### config.mk
export PLATFORM = sky130hd
export DESIGN_NAME = axi_wr_burst_ctrl
export DESIGN_NICKNAME = d
export VERILOG_FILES = /design/src/rtl/axi_ctrl_pkg.sv /design/src/rtl/axi_w_beat_reg.sv /design/src/rtl/axi_wr_burst_ctrl.sv
export SDC_FILE = /design/constraint.sdc
export NUM_CORES = 1
export LEC_CHECK = 0
export BUFFER_PORTS_ARGS = -buffer_cell sky130_fd_sc_hd__clkbuf_2
export CAP_MARGIN = 10
export CORE_ASPECT_RATIO = 0.7
export CORE_MARGIN = 2
export CORE_UTILIZATION = 42
export CTS_CLUSTER_DIAMETER = 50
export DETAILED_ROUTE_END_ITERATION = 10
export PLACE_DENSITY = 0.76
export SLEW_MARGIN = 20
export SYNTH_ARGS = -nofsm -noshare
export SYNTH_HDL_FRONTEND = slang
export SYNTH_SLANG_ARGS = --single-unit
### constraint.sdc
create_clock -name aclk -period 2.1 [get_ports aclk]
set_input_delay 0.315 -clock aclk [delete_from_list [all_inputs] [get_ports aclk]]
set_output_delay 0.315 -clock aclk [all_outputs]
set_load 0.01 [all_outputs]
### src/rtl/axi_ctrl_pkg.sv
// Shared types and constants for the AXI write-channel burst sequencer.
package axi_ctrl_pkg;

  localparam int ADDR_W = 32;
  localparam int DATA_W = 32;
  localparam int ID_W   = 4;
  localparam int LEN_W  = 4;

  localparam logic [1:0] RESP_OKAY    = 2'b00;
  localparam logic [1:0] RESP_EXOKAY  = 2'b01;
  localparam logic [1:0] RESP_SLVERR  = 2'b10;
  localparam logic [1:0] RESP_DECERR  = 2'b11;
  localparam logic [1:0] RESP_TIMEOUT = 2'b11;

  localparam logic [1:0] BURST_FIXED = 2'b00;
  localparam logic [1:0] BURST_INCR  = 2'b01;
  localparam logic [1:0] BURST_WRAP  = 2'b10;

  typedef enum logic [1:0] {
    IDLE = 2'd0,
    ADDR = 2'd1,
    DATA = 2'd2,
    RESP = 2'd3
  } wr_state_e;

endpackage

### src/rtl/axi_w_beat_reg.sv
// One-entry W channel holding register: accepts client beats, presents them on W
// and flags the beat whose index equals the burst length as wlast.
module axi_w_beat_reg
  import axi_ctrl_pkg::*;
(
  input  logic                aclk,
  input  logic                arstn,
  input  logic                i_active,
  input  logic [LEN_W-1:0]    i_len,
  input  logic                i_wr_valid,
  output logic                o_wr_ready,
  input  logic [DATA_W-1:0]   i_wr_data,
  input  logic [DATA_W/8-1:0] i_wr_strb,
  output logic                o_wvalid,
  output logic [DATA_W-1:0]   o_wdata,
  output logic [DATA_W/8-1:0] o_wstrb,
  output logic                o_wlast,
  input  logic                i_wready,
  output logic                o_last_hs
);

  // One bit wider than the length so a 16-beat burst can count past 15.
  logic [LEN_W:0]        r_loaded_cnt;
  logic                  r_wvalid;
  logic                  r_wlast;
  logic [DATA_W-1:0]     r_wdata;
  logic [DATA_W/8-1:0]   r_wstrb;
  logic                  w_load;
  logic                  w_hs;

  assign w_hs       = r_wvalid && i_wready;
  assign o_wr_ready = i_active && (!r_wvalid || i_wready) && (r_loaded_cnt <= {1'b0, i_len});
  assign w_load     = o_wr_ready && i_wr_valid;
  assign o_last_hs  = w_hs && r_wlast;

  assign o_wvalid = r_wvalid;
  assign o_wdata  = r_wdata;
  assign o_wstrb  = r_wstrb;
  assign o_wlast  = r_wlast;

  always_ff @(posedge aclk or negedge arstn) begin
    if (!arstn) begin
      r_loaded_cnt <= '0;
      r_wvalid     <= 1'b0;
      r_wlast      <= 1'b0;
      r_wdata      <= '0;
      r_wstrb      <= '0;
    end else begin
      if (w_load) begin
        r_wvalid <= 1'b1;
        r_wdata  <= i_wr_data;
        r_wstrb  <= i_wr_strb;
        r_wlast  <= (r_loaded_cnt == {1'b0, i_len});
      end else if (w_hs) begin
        r_wvalid <= 1'b0;
        r_wlast  <= 1'b0;
      end
      if (!i_active)
        r_loaded_cnt <= '0;
      else if (w_load)
        r_loaded_cnt <= r_loaded_cnt + 1'b1;
    end
  end

endmodule

### src/rtl/axi_wr_burst_ctrl.sv
// AXI write burst sequencer: one command in flight, AW then W beats then B.
// Optional B-phase watchdog is enabled by defining AXI_WR_TIMEOUT_EN.
module axi_wr_burst_ctrl
  import axi_ctrl_pkg::*;
#(
  parameter int TIMEOUT_CYCLES = 256
) (
  input  logic                aclk,
  input  logic                arstn,
  input  logic                cmd_valid,
  output logic                cmd_ready,
  input  logic [ADDR_W-1:0]   cmd_addr,
  input  logic [LEN_W-1:0]    cmd_len,
  input  logic [2:0]          cmd_size,
  input  logic [1:0]          cmd_burst,
  input  logic [ID_W-1:0]     cmd_id,
  input  logic                wr_valid,
  output logic                wr_ready,
  input  logic [DATA_W-1:0]   wr_data,
  input  logic [DATA_W/8-1:0] wr_strb,
  output logic                awvalid,
  output logic [ADDR_W-1:0]   awaddr,
  output logic [LEN_W-1:0]    awlen,
  output logic [2:0]          awsize,
  output logic [1:0]          awburst,
  output logic [ID_W-1:0]     awid,
  input  logic                awready,
  output logic                wvalid,
  output logic [DATA_W-1:0]   wdata,
  output logic [DATA_W/8-1:0] wstrb,
  output logic                wlast,
  output logic [ID_W-1:0]     wid,
  input  logic                wready,
  input  logic                bvalid,
  input  logic [1:0]          bresp,
  input  logic [ID_W-1:0]     bid,
  output logic                bready,
  output logic                done_valid,
  output logic [1:0]          done_resp,
  output logic                done_id_err
);

  wr_state_e           r_state;
  wr_state_e           w_next;
  logic                r_cmd_ready;
  logic [ADDR_W-1:0]   r_addr;
  logic [LEN_W-1:0]    r_len;
  logic [2:0]          r_size;
  logic [1:0]          r_burst;
  logic [ID_W-1:0]     r_id;
  logic                r_done_valid;
  logic [1:0]          r_done_resp;
  logic                r_done_id_err;
  logic                w_cmd_hs;
  logic                w_b_hs;
  logic                w_timeout;
  logic                w_last_hs;
  logic                w_awvalid;
  logic                w_bready;
  logic                w_data_active;

  assign w_cmd_hs = cmd_valid && r_cmd_ready;
  assign w_b_hs   = (r_state == RESP) && bvalid;

`ifdef AXI_WR_TIMEOUT_EN
  localparam int TO_W = $clog2(TIMEOUT_CYCLES + 1);
  logic [TO_W-1:0] r_to_cnt;

  always_ff @(posedge aclk or negedge arstn) begin
    if (!arstn)
      r_to_cnt <= '0;
    else if (r_state != RESP)
      r_to_cnt <= '0;
    else if (!bvalid)
      r_to_cnt <= r_to_cnt + 1'b1;
  end

  // Expire in the cycle whose increment would make the count reach the limit.
  assign w_timeout = (r_state == RESP) && !bvalid && (r_to_cnt == TO_W'(TIMEOUT_CYCLES - 1));
`else
  assign w_timeout = 1'b0;
`endif

  always_comb begin
    w_next        = r_state;
    w_awvalid     = 1'b0;
    w_bready      = 1'b0;
    w_data_active = 1'b0;
    case (r_state)
      IDLE: if (w_cmd_hs) w_next = ADDR;
      ADDR: begin
        w_awvalid = 1'b1;
        if (awready) w_next = DATA;
      end
      DATA: begin
        w_data_active = 1'b1;
        if (w_last_hs) w_next = RESP;
      end
      RESP: begin
        w_bready = 1'b1;
        if (w_b_hs || w_timeout) w_next = IDLE;
      end
      default: w_next = IDLE;
    endcase
  end

  always_ff @(posedge aclk or negedge arstn) begin
    if (!arstn) begin
      r_state       <= IDLE;
      r_cmd_ready   <= 1'b0;
      r_addr        <= '0;
      r_len         <= '0;
      r_size        <= '0;
      r_burst       <= '0;
      r_id          <= '0;
      r_done_valid  <= 1'b0;
      r_done_resp   <= '0;
      r_done_id_err <= 1'b0;
    end else begin
      r_state      <= w_next;
      r_cmd_ready  <= (w_next == IDLE);
      r_done_valid <= w_b_hs || w_timeout;
      if (w_cmd_hs) begin
        r_addr  <= cmd_addr;
        r_len   <= cmd_len;
        r_size  <= cmd_size;
        r_burst <= cmd_burst;
        r_id    <= cmd_id;
      end
      if (w_b_hs) begin
        r_done_resp   <= bresp;
        r_done_id_err <= (bid != r_id);
      end else if (w_timeout) begin
        r_done_resp   <= RESP_TIMEOUT;
        r_done_id_err <= 1'b0;
      end
    end
  end

  axi_w_beat_reg u_w_beat (
    .aclk       (aclk),
    .arstn      (arstn),
    .i_active   (w_data_active),
    .i_len      (r_len),
    .i_wr_valid (wr_valid),
    .o_wr_ready (wr_ready),
    .i_wr_data  (wr_data),
    .i_wr_strb  (wr_strb),
    .o_wvalid   (wvalid),
    .o_wdata    (wdata),
    .o_wstrb    (wstrb),
    .o_wlast    (wlast),
    .i_wready   (wready),
    .o_last_hs  (w_last_hs)
  );

  assign cmd_ready   = r_cmd_ready;
  assign awvalid     = w_awvalid;
  assign awaddr      = r_addr;
  assign awlen       = r_len;
  assign awsize      = r_size;
  assign awburst     = r_burst;
  assign awid        = r_id;
  assign wid         = r_id;
  assign bready      = w_bready;
  assign done_valid  = r_done_valid;
  assign done_resp   = r_done_resp;
  assign done_id_err = r_done_id_err;

endmodule
After elaboration in Yosys (flattened, before gate mapping). Index checks and enable logic that the tools add are counted.

Eq/ne operators: 6. Shifts and indexed selects: 0. Muxes and demuxes: 13. Reductions and logical operators: 12. Divide/modulo/power cells: 0. Multiply operators: 0. Add/sub/neg operators: 1. $lt $le $gt $ge: 1. Bitwise logic cells: 0.

Operators with widths (number): $mux 5 (2); $mux 2 (4); $pmux 2 s4 (1); $logic_and 1x1->1 (7); $mux 1 (6); $add 5x1->5 const B (1); $eq 5x4->1 (1); $le 5x4->1 (1); $eq 2x2->1 const B (2); $logic_not 2->1 (2); $ne 4x4->1 (1); $eq 2x1->1 const B (1); $ne 2x2->1 const B (1); $reduce_bool 2->1 (1); $logic_not 1->1 (1); $logic_or 1x1->1 (1).

Logic and storage cells: 48. ROM bits: 0. Latch bits: 0. Register bits: 95. Memories kept: 0. RAM bits: 0.

Depth between registers and ports, before layout.
Word-level depth: 7. Depth in mapped cells: 7.

Cells and area by module. A second synthesis with hierarchy kept.

Cell total of the unflattened synthesis: 261. Area, all modules: 3990.1 um^2.

By module, submodules not included: axi_wr_burst_ctrl (area an instance 2153.3 um^2, cells an instance 131, times used 1); axi_w_beat_reg (area an instance 1836.8 um^2, cells an instance 130, times used 1).

Least setup slack after synthesis. No wires, ideal clock.

Path kind: reg-to-reg. Start point: register r_len[3] (netlist: awlen[3]). End point: register u_w_beat.r_wdata[10] (netlist: u_w_beat.o_wdata[10]). Buffers on the path: 1. Cell stages (with the launch flop): 8. Required time: 1975 ps. Arrival time: 1916 ps. Slack: 59 ps. Cell sequence: dfrtp_1 inv_1 ha_1 and4b_1 nand2_2 a21oi_4 buf_12 mux2_4.

Word-level cells in the longest chain between the ends: 3.

Ends and longest elaborated chain: from (decl) (RTL line axi_wr_burst_ctrl.sv:47) `logic [LEN_W-1:0] r_len;`; from (signal assigned) (RTL line axi_wr_burst_ctrl.sv:125) `r_len <= cmd_len;`; $le 5x4->1 (RTL line axi_w_beat_reg.sv:32) `assign o_wr_ready = i_active && (!r_wvalid || i_wready) && (r_loaded_cnt <= {1'b0, i_len});`; $logic_and 1x1->1 (RTL line axi_w_beat_reg.sv:32); $logic_and 1x1->1 (RTL line axi_w_beat_reg.sv:33) `assign w_load = o_wr_ready && i_wr_valid;`; to (signal assigned) (RTL line axi_w_beat_reg.sv:51) `r_wdata <= i_wr_data;`; to (decl) (RTL line axi_w_beat_reg.sv:26) `logic [DATA_W-1:0] r_wdata;`.

Every way passes these cells. A chain may end at the register's enable or synchronous reset.

Final worst setup path.
Start point: register u_w_beat.r_loaded_cnt[3]. End point: output port wr_ready.

Word-level cells in the longest chain between the ends: 2.

Ends and longest elaborated chain: from (decl) (RTL line axi_w_beat_reg.sv:23) `logic [LEN_W:0] r_loaded_cnt;`; from (signal assigned) (RTL line axi_w_beat_reg.sv:61) `r_loaded_cnt <= r_loaded_cnt + 1'b1;`; $le 5x4->1 (RTL line axi_w_beat_reg.sv:32); $logic_and 1x1->1 (RTL line axi_w_beat_reg.sv:32); to (decl) (RTL line axi_wr_burst_ctrl.sv:18) `output logic wr_ready,`.

Every way passes these cells.

==> impl_metrics.py <==
metrics = {
    "outcome": {
        "status": "complete, but fails checks",
        "violations": "negative setup slack",
    },
    "cts": {
        "cts_tree": "built",
        "clock_sinks": 95,
        "clkTransAtPathRegs_ns": 0.07,
        "htreeDepth": 3,
        "cts_root_buf": "clkbuf_16",
        "insertion_delay_ns": 0.33,
        "cts_made_buffers": 9,
        "cts_buffer_depth": 2,
    },
    "sta": {
        "fin_ws_ns": -0.0860,
        "final_max_slew_viol_count": 0,
        "final_hold_viol_count": 0,
        "fin_worst_skew_ns": 0.00594,
        "clock.fmax_mhz": 457,
        "finalCriticalPeriod_ns": 2.19,
        "tightestPinTransition_ns": 0.561,
        "rsz0062_at_grt": "yes",
        "setup_viol": 1,
        "fin_tns_setup_ns": -0.0860,
        "max-slew-margin-rel": 0.626,
        "fin_crit_sh": 1.04,
        "holdWs_ns": 0.192,
    },
    "synth": {
        "synth_seq_area_share": 0.579,
        "synth_edf_count": 0,
        "synthSimpleGateAreaFrac": 0.0628,
        "avgSynthCellArea_sq_um": 14.8,
        "ys_seq_elements": 95,
        "yosysUniqueCellTypes": 47,
        "synth_top_family_by_area": "multiplexers",
        "synthCells": 277,
        "synthesis.area_sq_um": 4100,
        "synthesis.nets": 376,
        "synth-xor-area-share": 0.00854,
        "synth_warnings": 0,
        "synthFlopType": "dfrtp_1",
        "synthMuxAreaShare": 0.246,
        "synthAdderAreaFrac": 0.0152,
        "ys_async_sr_fraction": 1.00,
        "synth-compound-area-share": 0.0473,
    },
    "pwr": {
        "power_density_nw_per_um2": 1560,
        "p_leak_nw": 2.85,
        "internal_power_mw": 5.86,
        "power_frac_comb": 0.440,
        "clkPwrFrac": 0.187,
        "p_sw_frac": 0.342,
        "seq_power_share": 0.373,
        "p_sw_mw": 3.05,
        "irDropWorstVdd_uv": 774,
    },
    "critical_path": {
        "cp.buffers_inverters": 2,
        "cp_max_fo": 3,
        "cp.depth": 6,
        "r2r_slack_ns": 0.01,
        "crit_path_start_kind": "flip-flop",
        "worstPathRequired_ns": 1.78,
        "rr_worst_depth": 8,
        "worst_setup_path_end_kind": "output pin",
        "path_cells": "ha_4, and4b_1, nand2_2, buf_6, a211oi_4, buf_2",
        "crit_type": "flip-flop to output pin",
        "r2r-end": "u_w_beat.o_wdata[0]",
        "max_stage_delay_ns": 0.42,
        "cpMaxStageDelayCell": "dfrtp_1",
        "cpLargestDelayFamily": "flip-flops",
        "crit_end": "wr_ready",
        "arrival_ns": 1.87,
        "r2r-start": "u_w_beat.r_loaded_cnt[3]",
        "cp-startpoint": "u_w_beat.r_loaded_cnt[3]",
    },
    "place": {
        "place_ws_ns": 0.0657,
        "port_buffers": 188,
        "gp_congestion": 0.837,
        "hpwl_microns": 6970,
    },
    "die": {
        "die_area_sq_um": 10600,
        "initial_core_util": 0.427,
        "die_w_microns": 122,
        "die_y_microns": 86.7,
        "core-area_sq_um": 9610,
        "ios": 189,
        "rows": 30,
    },
    "cells_and_area": {
        "area_delta_synth_final_pct": 39.5,
        "antenna_cells": 0,
        "layout-drive-gt1-share": 0.661,
        "num-nets-final": 575,
    },
    "global_routing": {
        "antenna_found_initial": 0,
        "grt_pass1_wl_microns": 14100,
        "grt_usage": 0.173,
        "grt_overflow": 0,
        "grt_pass1_vias": 2853,
        "grt_max_degree": 56,
    },
    "drt": {
        "vias_per_cell": 4.81,
        "drt-pass1-iter-count": 4,
        "ant_nets": 0,
        "vias": 2928,
        "drtIter0Drc": 102,
        "wl_per_cell_microns": 15.4,
        "wl_microns": 9400,
        "drc": 0,
    },
    "flow_run": {
        "maxCapViolCount": 0,
    },
    "hold_path": {
        "hold_path_startpoint": "cmd_len[1]",
        "worstHoldPathType": "primary input to flip-flop",
    },
}
[through the flow]
step	cell area (sq um)	util	power (mW)	instances
2_1_floorplan	4100	-	5.54	277
3_3_place_gp	5170	0.538	6.79	582
3_5_place_dp	5170	0.538	6.97	582
4_1_cts	5580	0.580	8.79	604
5_1_grt	5720	0.595	9.45	609
6_report	5720	0.595	8.90	609
[tightest hold or removal path: cells and delay by family]
| kind | cells | cell delay [ns] |
|---|---|---|
| compound gates | 1 | 0.06 |
| buf+inv | 1 | 0.08 |
| simple gates | 1 | 0.03 |
[synth_stat cells (4+ instances only)]
master	instances	area, sq um
dfrtp_1	95	2380
o21ai_0	8	40.0
mux2_2	51	574
ha_1	5	62.6
nor2_1	4	15.0
nand2_1	11	41.3
mux2_4	29	435
xor2_1	4	35.0
clkbuf_1	5	18.8
buf_4	4	30.0
inv_1	8	30.0
[power groups by stage]
stage                     registers [mW]  logic, mW  clock network (mW)
final                               3.32       3.91                1.67
after CTS                           3.32       3.75                1.72
after global routing                3.43       4.22                1.80
after detailed placement            3.34       3.63                   0
after floorplan                     3.64       1.90                   0
after global placement              3.28       3.51                   0
[logic make-up (layout without fill, tap and decap cells)]
logic type / count (synthesis) / count (layout)
AOI/OAI and AO/OA: 25 / 25
DFF: 95 / 95
xor gates and xnor gates: 4 / 4
and+or+nand+nor: 42 / 42
muxes: 80 / 80
adders and majority gates: 5 / 5
buffers and inverters: 26 / 230
[routing by layer]
metal | vias to the layer above | track usage | part of all wire
met2 | 113 | 0.299 | 0.50
met4 | 0 | 0.0376 | 0.0061
li1 | 1377 | - | -
met5 | - | 0 | 0
met1 | 1430 | 0.214 | 0.43
met3 | 8 | 0.0553 | 0.069
[cells in the final DEF (no fill, tap or decap), types with 2 or more instances in the layout]
cell type,count
and2_2,2
mux2_4,34
a311o_1,3
nand2_1,11
nor4_1,3
clkbuf_16,12
buf_4,8
nand4_1,2
nand3_1,3
buf_12,5
xor2_1,4
inv_6,2
ha_1,2
inv_1,6
mux2_2,46
clkbuf_2,186
ha_4,3
o21ai_0,8
nor2b_1,2
dfrtp_1,95
nand2b_1,2
nor2_1,4
inv_2,2
[cell type report]
type	instances	area (sq um)
inverter	8	30.0
clock inverter	6	75.1
tap	128	160
fill	769	3890
sequential	95	2380
clock buffer	10	239
multi-input combinational	156	1630
timing repair buffer	206	1210
[flip-flops by register name (all words and copies together), names as in the netlist, 3 cells and up]
signal and cells:
awaddr 32, awid 4, awlen 4, u_w_beat.r_loaded_cnt 5
u_w_beat.o_wdata 32, u_w_beat.o_wstrb 4, awsize 3
[worst min-delay path by stage]
stage                                 to  slack [ns]  cells after the start
floorplan                      awaddr[0]        0.02                      0
global placement                 awid[3]        0.33                      1
detailed placement               awid[3]        0.35                      1
CTS                             awlen[2]        0.18                      3
global route        u_w_beat.o_wdata[28]        0.19                      2
finish                          awlen[1]        0.19                      3
[what timing repair did]
action                                 4_1_cts  5_1_grt
gates resized for setup                      5       11
gates cloned                                 0        4
endpoints found under the hold margin       40        0
buffers inserted                             5        1
setup endpoints to repair                    1       28
pin swaps                                    4        3
hold buffers                                 1        0
Note: power is estimated with default switching activity, not from simulation.
